**src/rtl/instr_sequencer.sv**
```systemverilog
// instr_sequencer: eight-phase instruction sequencer for the 8-bit accumulator core; optional retired-instruction counter under INSTR_CNT_EN
module instr_sequencer #(
   parameter int CNT_W = 16
) (
   input  logic             clk,
   input  logic             reset,
   input  logic             enable,
   input  logic [2:0]       opcode,
   input  logic             zero,
   output logic             inc_pc,
   output logic             load_pc,
   output logic             load_ir,
   output logic             load_acc,
   output logic             rd,
   output logic             wr,
   output logic             datactl_ena,
   output logic             halt,
   output logic [2:0]       state,
   output logic [CNT_W-1:0] instr_cnt
);
   localparam logic [2:0] HLT = 3'b000, SKZ = 3'b001, ADD = 3'b010, ANDD = 3'b011;
   localparam logic [2:0] XORR = 3'b100, LDA = 3'b101, STO = 3'b110, JMP = 3'b111;
   logic [2:0] r_state, w_state_nxt;
   logic       r_halted, w_halted_nxt;
   logic       w_run, w_alu, w_sto, w_jmp, w_skz_z, w_hlt_now;
   assign w_run     = !reset && enable && !r_halted;
   assign w_alu     = opcode inside {ADD, ANDD, XORR, LDA};
   assign w_sto     = opcode == STO;
   assign w_jmp     = opcode == JMP;
   assign w_skz_z   = opcode == SKZ && zero;
   assign w_hlt_now = w_run && r_state == 3'd3 && opcode == HLT;
   // phase and halt registers
   always_ff @(posedge clk) begin
      if (reset) begin
         r_state  <= '0;
         r_halted <= 1'b0;
      end else begin
         r_state  <= w_state_nxt;
         r_halted <= w_halted_nxt;
      end
   end
   // halted freezes, disable parks at S0, HLT holds S3, otherwise advance with wrap
   always_comb begin
      w_state_nxt  = r_halted ? r_state : !enable ? 3'd0 : w_hlt_now ? r_state : r_state + 3'd1;
      w_halted_nxt = r_halted | w_hlt_now;
   end
   // datapath strobes decoded from phase and opcode, all gated by run
   always_comb begin
      load_ir     = w_run && (r_state == 3'd0 || r_state == 3'd1);
      rd          = w_run && (r_state == 3'd0 || r_state == 3'd1 ||
                              (w_alu && (r_state == 3'd4 || r_state == 3'd5 || r_state == 3'd6)));
      inc_pc      = w_run && (r_state == 3'd1 || (r_state == 3'd3 && opcode != HLT) ||
                              (r_state == 3'd5 && (w_skz_z || w_jmp)) || (r_state == 3'd7 && w_skz_z));
      load_pc     = w_run && w_jmp && (r_state == 3'd4 || r_state == 3'd5);
      load_acc    = w_run && w_alu && r_state == 3'd5;
      wr          = w_run && w_sto && r_state == 3'd5;
      datactl_ena = w_run && w_sto && (r_state == 3'd4 || r_state == 3'd5 || r_state == 3'd6);
      halt        = r_halted | w_hlt_now;
      state       = r_state;
   end
`ifdef INSTR_CNT_EN
   logic [CNT_W-1:0] r_instr_cnt;
   // count each retired instruction on the S7->S0 edge, saturating at all-ones
   always_ff @(posedge clk) begin
      if (reset) r_instr_cnt <= '0;
      else if (w_run && r_state == 3'd7 && !(&r_instr_cnt)) r_instr_cnt <= r_instr_cnt + 1'b1;
   end
   assign instr_cnt = r_instr_cnt;
`else
   assign instr_cnt = '0;
`endif
endmodule

```
**config.mk**
```make
export PLATFORM = sky130hd
export DESIGN_NAME = instr_sequencer
export DESIGN_NICKNAME = d
export VERILOG_FILES = /design/src/rtl/instr_sequencer.sv
export SDC_FILE = /design/constraint.sdc
export NUM_CORES = 1
export LEC_CHECK = 0
export BUFFER_PORTS_ARGS = -buffer_cell sky130_fd_sc_hd__buf_4
export CORE_AREA = 2 2 39 41
export CTS_BUF_LIST = sky130_fd_sc_hd__clkbuf_16
export CTS_CLUSTER_SIZE = 30
export DETAILED_ROUTE_END_ITERATION = 12
export DIE_AREA = 0 0 41 43
export PLACE_DENSITY_LB_ADDON = 0.08
export SETUP_SLACK_MARGIN = 0.02
export SLEW_MARGIN = 20
export SYNTH_ARGS = -nofsm -noshare
export SYNTH_HDL_FRONTEND = slang
export SYNTH_SLANG_ARGS = --single-unit
```
**constraint.sdc**
```tcl
create_clock -name clk -period 2.5 [get_ports clk]
set_clock_uncertainty 0.05 [all_clocks]
set_input_delay 0.5 -clock clk [delete_from_list [all_inputs] [get_ports clk]]
set_output_delay 0.5 -clock clk [all_outputs]
set_load 0.02 [all_outputs]
```
[After elaboration in Yosys (flattened, before gate mapping)]
Index checks and enable logic that the tools add are counted.
Word-level totals
  register bits: 4
  bits of input ports: 7
  output and inout bits: 27
  word-level logic and storage cells: 55
Operators by class
  add/sub/neg operators: 1
  eq/ne operators: 14
  mux-type cells: 2
  bitwise gates (word level): 2
  reductions and logical operators: 34
Operators with widths (number)
  $eq 3x3->1 const B: 8
  $logic_and 1x1->1: 19
  $eq 3x2->1 const B: 3
  $logic_or 1x1->1: 8
  $eq 3x1->1 const B: 2
  $logic_not 3->1: 2
  $mux 3: 2
  $reduce_bool 4->1: 1
  $add 3x1->3 const B: 1
  $reduce_bool 3->1: 1
  $logic_not 1->1: 2
  $ne 2x2->1 const B: 1
  $reduce_and 2->1: 1
  $not 1->1: 1
  $or 1x1->1: 1

[Logic depth before layout (Yosys ltp)]
  depth after elaboration: 7
  depth in mapped cells: 5
  mapped depth without buffers: 5

[Worst setup path before layout]
Ideal clock, no wire load.
  kind: input -> output
  start point: input port reset
  end point: output port load_pc
  data arrival time: 1.656 ns
  required time: 1.950 ns
  path slack: 0.294 ns
  stages on the path: 3
  buffers on the path: 0
  path through: or3b_4 > or3_4 > nor3b_2
On the way
  word-level cells in the longest chain between the ends: 5
Ends and longest elaborated chain
  start, declared: RTL line 6  | input logic reset,
  $logic_not 1->1: RTL line 26  | assign w_run = !reset && enable && !r_halted;
  $logic_and 1x1->1 (2 in series): RTL line 26
  $logic_and 1x1->1 (2 in series): RTL line 54  | load_pc = w_run && w_jmp && (r_state == 3'd4 || r_state == 3'd5);
  end, declared: RTL line 11  | output logic load_pc,
Every way passes these cells.

[Worst setup path in the final report]
  start point: input port reset
  end point: output port wr
On the way
  word-level cells in the longest chain between the ends: 5
Ends and longest elaborated chain
  $logic_not 1->1: RTL line 26
  $logic_and 1x1->1 (2 in series): RTL line 26
  $logic_and 1x1->1 (2 in series): RTL line 56  | wr = w_run && w_sto && r_state == 3'd5;
  end, declared: RTL line 15  | output logic wr,
Every way passes these cells.

==> impl_results.md <==
* Fill count at 136
* Critical path's top delay family: simple AND/OR/NAND/NOR gates
* Post-synthesis cell type count at 25
* Vias in the first global route at 396
* Maximum VDD drop at 0.362 mV
* Rows at 14
* Critical path data required time at 1.95 ns
* DRC at 0
* Antenna violations before repair at 0
* Maxcap violations at 0
* Grt met1 use at 0.174
* Cts repair resizes at 0
* Cell taking the most area after synthesis: buf_4
* Final setup violating endpoints at 0
* Postcts setup bufs at 0
* Via count at 438
* CP Class: input pin to primary output
* # diodes at 0
* Gpl congestion at 0.754
* H-Tree Depth at 1
* Area delta synth->final at 32.2%
* Outcome: complete, no violations
* Flops & latches, synth at 4
* Cts bufs inserted at 3
* PortBufs at 17
* Tot GR Track Use at 0.141
* HP Start: reset
* Placeable core area at 0.00138 mm^2
* RR Startpoint: state[1]$_SDFFE_PP0P_
* YS warnings at 0
* CP bufs+invs at 2
* Fmax at 425 MHz
* Post-DP HPWL at 835 um
* Clock Latency Late Sink at 0.22 ns
* First-pass DRT Iterations at 2
* Period utilisation layout at 0.942
* GRT busiest layer: met2
* Worst setup margin at 0.144 ns
* Setup crit start kind: input pin
* Worst slack, placed at 0.139 ns
* Endpoint of the worst hold path: r_halted$_SDFF_PP0_
* Starting DRT DRC Count at 3
* Drt wl/cell at 10.3 um
* Mapped Cells at 64
* Min Tclk post-route at 2.36 ns
* Fin Hold WS at 0.442 ns
* Top cells by area, synth: buf_4, dfxtp_1, ha_1
* Starting Density at 0.373
* HP Class: input pin to register
* # IOs at 34
* Number of clock sinks at 4
* Fin. max-slew vios at 0
* Grt met3 use at 0.0314
* Slowest CP cell: or3b_4
* Post-Syn Area per Cell at 8.07 um^2
* R2R cell count at 5
* Final core occ at 0.494
* First-pass GRT wire length at 1.71 mm
* RR Endpoint: state[0]$_SDFFE_PP0P_
* Gr ovfl total at 0
* Multi-input logic area at 354 um^2
* Share of layout cells above drive strength 1 at 0.310
* Critical path peak fanout at 8
* Critical-path cell list: buf_4, or3b_4, or3_4, nor3b_2, buf_4
* R2R Setup Slk at 0.76 ns
* Total Power at 375 uW
* Max incr delay on CP at 0.42 ns
* Vias per cell at 4.38
* Sum of negative setup slack at 0 ns
* Register area at 80.1 um^2
* Clock tree buffer depth at 2
* Die height at 43 um
* Largest net degree at the start of global routing at 9
* GR Util met2 at 0.213
* Clock root buffer: clkbuf_16
* CTS tree: yes
* Hold buffers post-CTS at 0
* Die X-Extent at 41 um
* RSZ-0062 raised after global routing: false
* Final wirelength at 1.03 mm
* Register area share after synthesis at 0.155
* Fin. Hold Viols at 0
* Crit-path most repeated cell: buf_4
* Mapped cell area at 517 um^2
* Post-synth top area share at 0.232
* Worst Setup End Kind: primary output
* # nets final at 98
* CP arrival at 1.81 ns
* Final ANT Viol Nets at 0
* Pleak at 0.000349 uW
* Die area at 0.00176 mm^2
* Cell Pwr Density at 549 mW/mm^2
* Clk slew on worst S/H paths at 0.03 ns
* Hold Path Cell Cnt at 2
## state kept, by name, indices dropped and copies added (netlist names)
register and count:
r_halted 1, state 3
## synthesized netlist by cell type
master / number
buf_4: 16
a21oi_1: 1
xnor2_1: 1
nor3b_2: 2
or3_1: 2
a2111o_1: 1
and3b_1: 1
mux2i_1: 2
a31oi_1: 2
and3_1: 1
o21ai_0: 1
inv_1: 5
or3b_4: 1
nor3_2: 1
conb_1: 1
nand2b_1: 3
dfxtp_1: 4
o2111ai_1: 1
nand4_1: 1
nor2_1: 3
nand2_1: 4
a221oi_1: 1
nor3_1: 3
ha_1: 5
or3_4: 1
## power by group
group          switching, uW  internal, uW  total (uW)
clock                   40.0           204         244
sequential              3.39          66.0        69.3
combinational           41.7          20.3        62.0
## layout by cell type, fill, tap and decap left out
cell        n
o21ai_0     1
nor2_1      3
conb_1     16
inv_1       5
a21oi_1     1
a31oi_1     2
dfxtp_1     4
nand2b_1    3
nand4_1     1
and3b_1     1
ha_1        5
buf_4      18
a221oi_1    1
or3b_4      1
mux2i_1     2
nor3_2      1
nand2_1     4
o2111ai_1   1
a2111o_1    1
clkbuf_16   3
or3_1       2
and3_1      1
xnor2_1     1
nor3b_2     2
nor3_1      3
or3_4       1
## worst max path at each step
stage               depth (start not counted)   from      end  slack, ns
finish                                      5  reset       wr       0.14
global route                                5  reset       wr       0.06
CTS                                         5  reset       wr       0.13
detailed placement                          5  reset       wr       0.14
global placement                            5  reset  load_pc       0.16
floorplan                                   3  reset  load_pc       0.29
## cells by family (layout without fill, tap and decap cells)
family / after synthesis / after routing / share of synthesized area
muxes: 2 / 2 / 0.0387
and+or+nand+nor: 23 / 23 / 0.293
buffers and inverters: 21 / 26 / 0.269
other: 1 / 16 / 0.00726
xor gates and xnor gates: 1 / 1 / 0.0170
DFF: 4 / 4 / 0.155
adders and majority gates: 5 / 5 / 0.121
AOI/OAI and AO/OA: 7 / 7 / 0.0993
## layer usage
metal  part of all wire  wire (um)  up-vias
met3              0.083         85        0
met2               0.50        508       16
met4                  0          0        0
met1               0.42        432      194
met5                  0          0        -
li1                   -          -      228
## cell type report
class / count / area share
Multi-Input combinational cell: 54 / 0.518
Timing Repair Buffer: 18 / 0.198
Sequential cell: 4 / 0.117
Clock buffer: 3 / 0.110
Tap cell: 16 / 0.0293
Inverter: 5 / 0.0275
## stage by stage
stage	std cells	instance area (um^2)
floorplan	79	573
global placement	97	608
detailed placement	97	608
CTS	100	683
global route	100	683
finish	100	683
No activity file was read; power rests on OpenSTA's default activity.
